File: src/rtl/if_stage_mo.sv
// -----------------------------------------------------------------------------
// if_stage_mo : instruction fetch stage with multiple outstanding requests
//
// Issues in-order fetch requests on an SRAM-like bus (separate address and data
// handshakes). Up to MAX_OUTSTANDING requests may be accepted but not yet
// returned. Returned instructions are tagged with their PC and queued in an
// instruction buffer of IBUF_DEPTH entries that feeds decode.
//
// Handshakes:
//   fetch bus : a request is accepted on a rising edge with inst_sram_req &&
//               inst_sram_addr_ok; once raised, req/addr hold until accepted
//               (a flush may drop them). inst_sram_data_ok returns data in
//               request order, one word per edge.
//   decode    : the head entry moves to decode on a rising edge where
//               fs_to_ds_valid && ds_allowin; fs_to_ds_valid never depends on
//               ds_allowin.
//
// A flush (exc_flush or redirect_valid) empties the buffer and PC tag FIFO and
// marks every still-outstanding request (including one accepted in the flush
// cycle) for discard; their data_ok beats are swallowed.
//
// Optional feature: define IF_ADDR_CHECK_EN to check fetch PC alignment. A
// misaligned PC issues no bus request; instead one entry {pc, 0, adel=1} is
// queued and fetch holds until the next flush.
//
// Ports:
//   clk, reset              clock (rising edge), synchronous active-high reset
//   ds_allowin              decode accepts the head entry this cycle
//   fs_to_ds_valid/pc/inst/adel  buffer head
//   redirect_valid/pc       branch/eret redirect pulse and target
//   exc_flush               writeback exception pulse (wins over redirect)
//   fetch_stall             inhibit new requests
//   inst_sram_*             instruction bus (read only: wr=0, size=2, wdata=0)
// -----------------------------------------------------------------------------
module if_stage_mo #(
   parameter int          MAX_OUTSTANDING = 2,
   parameter int          IBUF_DEPTH      = 4,
   parameter logic [31:0] RESET_PC        = 32'hbfc00000,
   parameter logic [31:0] EXC_ENTRY       = 32'hbfc00380
) (
   input  logic        clk,
   input  logic        reset,
   input  logic        ds_allowin,
   output logic        fs_to_ds_valid,
   output logic [31:0] fs_to_ds_pc,
   output logic [31:0] fs_to_ds_inst,
   output logic        fs_to_ds_adel,
   input  logic        redirect_valid,
   input  logic [31:0] redirect_pc,
   input  logic        exc_flush,
   input  logic        fetch_stall,
   output logic        inst_sram_req,
   output logic        inst_sram_wr,
   output logic [1:0]  inst_sram_size,
   output logic [31:0] inst_sram_addr,
   output logic [31:0] inst_sram_wdata,
   input  logic [31:0] inst_sram_rdata,
   input  logic        inst_sram_addr_ok,
   input  logic        inst_sram_data_ok
);

   localparam int AW = (IBUF_DEPTH > 1) ? $clog2(IBUF_DEPTH) : 1;
   localparam int CW = $clog2(IBUF_DEPTH + 1);
   localparam int SW = ((CW > 3) ? CW : 3) + 1;
   localparam logic [2:0]    OSD_MAX = 3'(MAX_OUTSTANDING);
   localparam logic [SW-1:0] DEPTH_S = SW'(IBUF_DEPTH);
   localparam logic [AW-1:0] LAST_IX = AW'(IBUF_DEPTH - 1);

   // fetch PC and counters
   logic [31:0]   fpc;
   logic [2:0]    osd;
   logic [2:0]    discard;
   logic [CW-1:0] cnt;
   logic          req_hold;

   // PC tag FIFO; four slots cover the largest MAX_OUTSTANDING
   logic [31:0]   tag_pc [4];
   logic [1:0]    tag_wp;
   logic [1:0]    tag_rp;

   // instruction buffer
   logic [31:0]   ibuf_pc   [IBUF_DEPTH];
   logic [31:0]   ibuf_inst [IBUF_DEPTH];
   logic [AW-1:0] ib_wp;
   logic [AW-1:0] ib_rp;

   logic          flush;
   logic          can_issue;
   logic          hs;
   logic          dok;
   logic          dok_keep;
   logic          push;
   logic          pop;
   logic          misaligned;
   logic          adel_push;
   logic [2:0]    osd_next;
   logic [SW-1:0] occ;
   logic [31:0]   wr_pc;
   logic [31:0]   wr_inst;

   assign flush = exc_flush || redirect_valid;
   assign occ   = SW'(cnt) + SW'(osd);

`ifdef IF_ADDR_CHECK_EN
   logic          adel_done;
   logic          ibuf_adel [IBUF_DEPTH];

   assign misaligned = (fpc[1:0] != 2'b00);
   // Waits for osd == 0 so the error entry lands behind every older fetch.
   assign adel_push  = misaligned && !adel_done && (osd == 3'd0) &&
                       (occ < DEPTH_S) && !flush;
   assign fs_to_ds_adel = fs_to_ds_valid && ibuf_adel[ib_rp];
`else
   assign misaligned    = 1'b0;
   assign adel_push     = 1'b0;
   assign fs_to_ds_adel = 1'b0;
`endif

   assign can_issue = !fetch_stall && !misaligned && (osd < OSD_MAX) &&
                      (occ < DEPTH_S);
   // req_hold keeps a raised request up until addr_ok even if fetch_stall
   // rises meanwhile.
   assign inst_sram_req   = !reset && (req_hold || can_issue);
   assign inst_sram_addr  = fpc;
   assign inst_sram_wr    = 1'b0;
   assign inst_sram_size  = 2'd2;
   assign inst_sram_wdata = 32'd0;

   assign hs       = inst_sram_req && inst_sram_addr_ok;
   // A data_ok with nothing outstanding is stale and ignored.
   assign dok      = inst_sram_data_ok && (osd != 3'd0);
   assign dok_keep = dok && (discard == 3'd0);
   assign push     = (dok_keep || adel_push) && !flush;
   assign pop      = fs_to_ds_valid && ds_allowin && !flush;
   assign osd_next = osd + {2'b00, hs} - {2'b00, dok};

   assign wr_pc   = adel_push ? fpc : tag_pc[tag_rp];
   assign wr_inst = adel_push ? 32'd0 : inst_sram_rdata;

   assign fs_to_ds_valid = (cnt != '0);
   assign fs_to_ds_pc    = ibuf_pc[ib_rp];
   assign fs_to_ds_inst  = ibuf_inst[ib_rp];

   // fetch side: PC, outstanding/discard counts, tag FIFO
   always_ff @(posedge clk) begin
      if (reset) begin
         fpc      <= RESET_PC;
         osd      <= 3'd0;
         discard  <= 3'd0;
         req_hold <= 1'b0;
         tag_wp   <= 2'd0;
         tag_rp   <= 2'd0;
      end else begin
         osd      <= osd_next;
         req_hold <= inst_sram_req && !inst_sram_addr_ok && !flush;
         if (flush) begin
            fpc     <= exc_flush ? EXC_ENTRY : redirect_pc;
            // everything still in flight after this edge is stale
            discard <= osd_next;
            tag_wp  <= 2'd0;
            tag_rp  <= 2'd0;
         end else begin
            if (hs) begin
               fpc            <= fpc + 32'd4;
               tag_pc[tag_wp] <= fpc;
               tag_wp         <= tag_wp + 2'd1;
            end
            if (dok && (discard != 3'd0))
               discard <= discard - 3'd1;
            if (dok_keep)
               tag_rp <= tag_rp + 2'd1;
         end
      end
   end

   // instruction buffer
   always_ff @(posedge clk) begin
      if (reset) begin
         cnt   <= '0;
         ib_wp <= '0;
         ib_rp <= '0;
      end else if (flush) begin
         cnt   <= '0;
         ib_wp <= '0;
         ib_rp <= '0;
      end else begin
         cnt <= cnt + CW'(push) - CW'(pop);
         if (push) begin
            ibuf_pc[ib_wp]   <= wr_pc;
            ibuf_inst[ib_wp] <= wr_inst;
            ib_wp            <= (ib_wp == LAST_IX) ? '0 : ib_wp + AW'(1);
         end
         if (pop)
            ib_rp <= (ib_rp == LAST_IX) ? '0 : ib_rp + AW'(1);
      end
   end

`ifdef IF_ADDR_CHECK_EN
   always_ff @(posedge clk) begin
      if (reset || flush)
         adel_done <= 1'b0;
      else if (adel_push)
         adel_done <= 1'b1;
      if (!reset && push)
         ibuf_adel[ib_wp] <= adel_push;
   end
`endif

endmodule

File: config.mk
export PLATFORM = sky130hd
export DESIGN_NAME = if_stage_mo
export DESIGN_NICKNAME = d
export VERILOG_FILES = /design/src/rtl/if_stage_mo.sv
export SDC_FILE = /design/constraint.sdc
export NUM_CORES = 1
export LEC_CHECK = 0
export BUFFER_PORTS_ARGS = -buffer_cell sky130_fd_sc_hd__buf_2
export CORE_UTILIZATION = 50
export DETAILED_ROUTE_END_ITERATION = 10
export PLACE_DENSITY = 0.7
export SLEW_MARGIN = 40
export SYNTH_ARGS = -nofsm -noshare
export SYNTH_HDL_FRONTEND = slang
export SYNTH_SLANG_ARGS = --single-unit
export TNS_END_PERCENT = 5
File: constraint.sdc
create_clock -name clk -period 8.5 [get_ports clk]
set_clock_uncertainty 0.2 [all_clocks]
set_input_delay 0.85 -clock clk [delete_from_list [all_inputs] [get_ports clk]]
set_output_delay 0.85 -clock clk [all_outputs]
set_load 0.005 [all_outputs]
## Word-level counts from Yosys, hierarchy flattened

Memories as Yosys holds them, arrays and structs flattened. A register that Yosys moved wholly into a read port is not among the register bits.
Cells that the tools add are included.

| cells by class | value |
|---|---|
| $add $sub $neg | 11 |
| multipliers | 0 |
| divide/modulo/power cells | 0 |
| magnitude comparators | 2 |
| equal/unequal tests | 2 |
| shift-type cells | 0 |
| mux-type cells | 21 |
| bitwise logic cells | 0 |
| reductions and logical operators | 25 |

Operator list:

| operator | number |
|---|---|
| $mux 32 | 3 |
| $add 32x3->32 const B | 1 |
| $mux 2 | 8 |
| $logic_and 1x1->1 | 12 |
| $reduce_bool 3->1 | 3 |
| $add 2x1->2 const B | 4 |
| $mux 1 | 8 |
| $add 3x1->3 | 2 |
| $mux 3 | 2 |
| $sub 3x1->3 | 2 |
| $add 3x3->4 | 1 |
| $eq 2x2->1 const B | 2 |
| $logic_not 1->1 | 4 |
| $lt 4x3->1 const B | 1 |
| $reduce_bool 2->1 | 2 |
| $logic_not 3->1 | 1 |
| $lt 3x2->1 const B | 1 |
| $sub 3x1->3 const B | 1 |
| $logic_or 1x1->1 | 2 |
| $reduce_or 2->1 | 1 |

| storage, ports and cells | value |
|---|---|
| bits in registers | 50 |
| latch bits | 0 |
| bits in writable memories | 384 |
| memory bits (read-only) | 0 |
| bits of input ports | 72 |
| output and inout port bits | 134 |
| memories kept | 3 |

Memories:

| memory | words | bits a word | read ports | clocked after Yosys merged registers in | wr ports | RTL line | RTL |
|---|---|---|---|---|---|---|---|
| ibuf_inst | 4 | 32 | 1 | 1 | 1 | 83 | `logic [31:0] ibuf_inst [IBUF_DEPTH];` |
| ibuf_pc | 4 | 32 | 1 | 1 | 1 | 82 | `logic [31:0] ibuf_pc [IBUF_DEPTH];` |
| tag_pc | 4 | 32 | 1 | 1 | 1 | 77 | `logic [31:0] tag_pc [4];` |

## Longest topological paths before layout

| depth | value |
|---|---|
| word-level depth | 10 |
| mapped depth | 14 |

## Least setup slack after synthesis

Ideal clock, no wire load.

| timing | value |
|---|---|
| kind | input to register |
| start point | input reset |
| end point | memory ibuf_inst[3][0] (enable) |
| arrival | 3.189 ns |
| data required time | 7.871 ns |
| slack | 4.682 ns |
| stages on the path | 5 |
| buffers on the path | 2 |
| cells stage by stage | buf_6 -> or2_2 -> clkbuf_1 -> nor2_1 -> and3_1 |

| between the ends | value |
|---|---|
| cells in the longest elaborated chain, start to end | 2 |

Ends and longest elaborated chain:

| what | RTL line | RTL |
|---|---|---|
| from (decl) | 42 | `input logic reset,` |
| $mux 1 | 178 | `if (reset) begin` |
| $mux 1 (implied by the code) | 190 | `ibuf_inst[ib_wp] <= wr_inst;` |
| to (decl) | 83 |  |

No other way between the ends.

==> reports/qor.yml <==
run_status:
  status: "finished, final reports clean"
layout:
  fillCellCount: 2480
  drive_gt1_share_pct: 32.04
  design_area_sq_mm: 0.02009
  final_common_cell: "edfxtp_1"
  fin_util_pct: 59.46
  final_cells: 1609
  areaGrowthSynthToFinish_pct: 16.04
  num_antenna_cells: 0
  final_cell_mix: "edfxtp_1, buf_2, mux4_2, dfxtp_1, clkbuf_16"
  finalNetCount: 1218
grt:
  antenna_found_initial: 0
  grt_usage_pct: 20.09
  grt_pass1_wl_microns: 53830
  grt-ovfl-total: 0
  grt_max_degree: 65
  grt_pass1_vias: 9147
sta:
  setup_ws_ns: 4.734
  worst_pin_slew_ns: 0.8355
  finalHoldViolations: 0
  max_freq_mhz: 265.5
  grt_setup_unrepaired: "false"
  finalCritPeriodShare_pct: 44.31
  final-setup-viol-count: 0
  fin_setup_tns_ns: 0
  slew_violations: 0
  layout_min_cycle_time_ns: 3.766
  slew_headroom_pct: 44.30
  whs_ns: 0.2913
floorplan:
  die_x_microns: 188.1
  die_y_microns: 188.1
  start_util_pct: 51.24
  design.die.area_sq_mm: 0.03537
  fp-row-count: 67
  fp.coreArea_sq_mm: 0.03378
  ioPinCount: 206
logic_synthesis:
  syn_inst: 937
  post_synth_instance_area_sq_mm: 0.01731
  synthFlopType: "edfxtp_1"
  synth_edf_count: 384
  async_flop_share_pct: 0
  ys_ff_latch: 438
  synth_seq_area_share_pct: 72.85
  syn_avg_cell_area_sq_um: 18.48
  synth_cell_type_count: 66
  ys_warn_count: 0
place:
  dp.cells: 1526
  postPlaceCellArea_sq_mm: 0.01856
  portBuffers: 169
  gp_congestion: 0.8434
  dp_hpwl_microns: 21670
  place_ws_ns: 4.415
power_and_ir_drop:
  power.density_mw_per_mm2: 229.6
  irDropWorstVdd_uv: 173.6
  combPwrFrac_pct: 5.0
  p_total_mw: 4.613
  power.leakage_nw: 6.783
  switching_share_pct: 20.24
  p_sw_mw: 0.9336
  intPower_mw: 3.680
  power_frac_seq_pct: 51.8
  p_clk_share_pct: 43.1
setup_path:
  r2r_slack_ns: 4.79
  r2r-start: "cnt[2]"
  slowest_delay_ns: 0.63
  cp-end-kind: "output pin"
  path_class: "flop to output pin"
  start_kind: "flop"
  critical_path.max_fanout: 26
  crit_chain: "buf_12 -> buf_4 -> mux4_2 -> buf_2"
  cpMaxStageDelayCell: "dfxtp_4"
  critPathArrivalTime_ns: 2.72
  r2r_cells: 13
  worstPathRequired_ns: 7.45
  r2r_end: "discard[2]"
route:
  dr.pass1.iters: 5
  drc_errors: 0
  num_vias: 9207
  routedWlPerCell_microns: 21.89
  totalWireLength_microns: 35210
  drt_iter0_drc: 633
  ant_nets: 0
  via_per_inst: 5.722
worst_hold_path:
  hold_class: "flop to flop"
  hold_path_end: "ib_wp[1]"
  holdPathStages: 2
  worst_hold_startpoint: "ib_wp[1]"
job:
  drv_cap: 0
clock_network:
  cts_hold_buffers: 0
  insertion_delay_ns: 0.55
  cts_setup_buffers: 0
  ctsHtreeMaxLevel: 2
  cts_resized: 0
  cts_buffers: 45
  clock_sinks: 438
  clock_path_buffers: 3
  cts_root_buf: "clkbuf_16"
  clk_transition_reported_paths_ns: 0.06
  cts_tree: "done"
metal layers:
metal	GRT usage [%]	part of all wire, %	routed length (microns)	vias to the layer above
li1	-	-	-	4098
met2	33.17	49	17190	377
met5	0	0	0	-
met3	4.061	7.7	2698	59
met1	27.13	41	14610	4673
met4	5.816	2.0	720	0
worst max-delay path: cells and delay by family, from the launching register on:
family	cells	cell delay [ns]
buf+inv	3	0.93
flops	1	0.63
mux	1	0.58
cells in the mapped netlist (3+ instances only):
| cell | number | area, sq um |
|---|---|---|
| or3_1 | 4 | 25.02 |
| a211oi_1 | 11 | 82.58 |
| mux2i_1 | 4 | 40.04 |
| nand4_1 | 13 | 81.33 |
| mux4_2 | 96 | 2162 |
| a21oi_1 | 30 | 150.1 |
| nor2b_1 | 4 | 25.02 |
| nand3_1 | 18 | 90.09 |
| inv_1 | 23 | 86.33 |
| or4_1 | 3 | 22.52 |
| clkbuf_8 | 3 | 41.29 |
| ha_1 | 19 | 237.7 |
| edfxtp_1 | 384 | 11530 |
| or2_2 | 4 | 25.02 |
| a31o_2 | 5 | 43.79 |
| nand2_1 | 35 | 131.4 |
| a221oi_1 | 5 | 43.79 |
| nor3_1 | 12 | 60.06 |
| xnor2_1 | 8 | 70.07 |
| o211ai_1 | 4 | 30.03 |
| clkbuf_1 | 22 | 82.58 |
| buf_2 | 3 | 15.01 |
| and3_1 | 16 | 100.1 |
| buf_1 | 13 | 48.80 |
| xor2_1 | 4 | 35.03 |
| nor2_1 | 28 | 105.1 |
| o31a_1 | 3 | 26.28 |
| o22ai_1 | 4 | 25.02 |
| buf_4 | 37 | 277.8 |
| nor4_1 | 9 | 56.30 |
| dfxtp_1 | 54 | 1081 |
| o21ai_0 | 14 | 70.07 |
how the worst max path moves through the flow:
stage | cells after the start | to
floorplan | 5 | ibuf_inst[3][0]
global placement | 13 | discard[2]
detailed placement | 13 | discard[2]
CTS | 4 | fs_to_ds_pc[10]
global route | 4 | fs_to_ds_pc[10]
finish | 4 | fs_to_ds_pc[30]
power groups by stage:
stage,combinational [mW],sequential [mW],clock (mW)
finish,0.232,2.39,1.99
global route,0.259,2.39,2.11
CTS,0.233,2.39,2.03
detailed placement,0.231,2.44,0
global placement,0.225,2.44,0
floorplan,0.160,2.43,0
logic make-up after synthesis:
logic type / count (synthesis) / share of synthesized area [%]
buffers and inverters: 103 / 3.281
other: 2 / 0.04338
flip-flops: 438 / 72.85
adder cells (fa/ha/maj): 21 / 1.605
multiplexers: 101 / 12.79
XOR/XNOR: 12 / 0.6071
AO/OA/AOI/OAI: 105 / 4.163
AND/OR/NAND/NOR: 155 / 4.662
cell type report:
type | count | area [sq um] | area share [%]
Sequential cell | 438 | 12620 | 62.83
Multi-Input combinational cell | 430 | 4303 | 21.42
Clock buffer | 60 | 1255 | 6.247
Timing Repair Buffer | 187 | 1001 | 4.983
Tap cell | 448 | 560.5 | 2.790
Clock inverter | 23 | 261.5 | 1.302
Inverter | 23 | 86.33 | 0.4298
state kept, by name (all words and copies together), names as in the netlist, named ones only:
name,flops
discard,3
inst_sram_addr,32
ibuf_inst,128
req_hold,1
osd,3
tag_wp,2
ib_wp,2
cnt,3
ibuf_pc,128
tag_rp,2
ib_rp,2
tag_pc,128
Note: power is estimated with default switching activity, not from simulation.
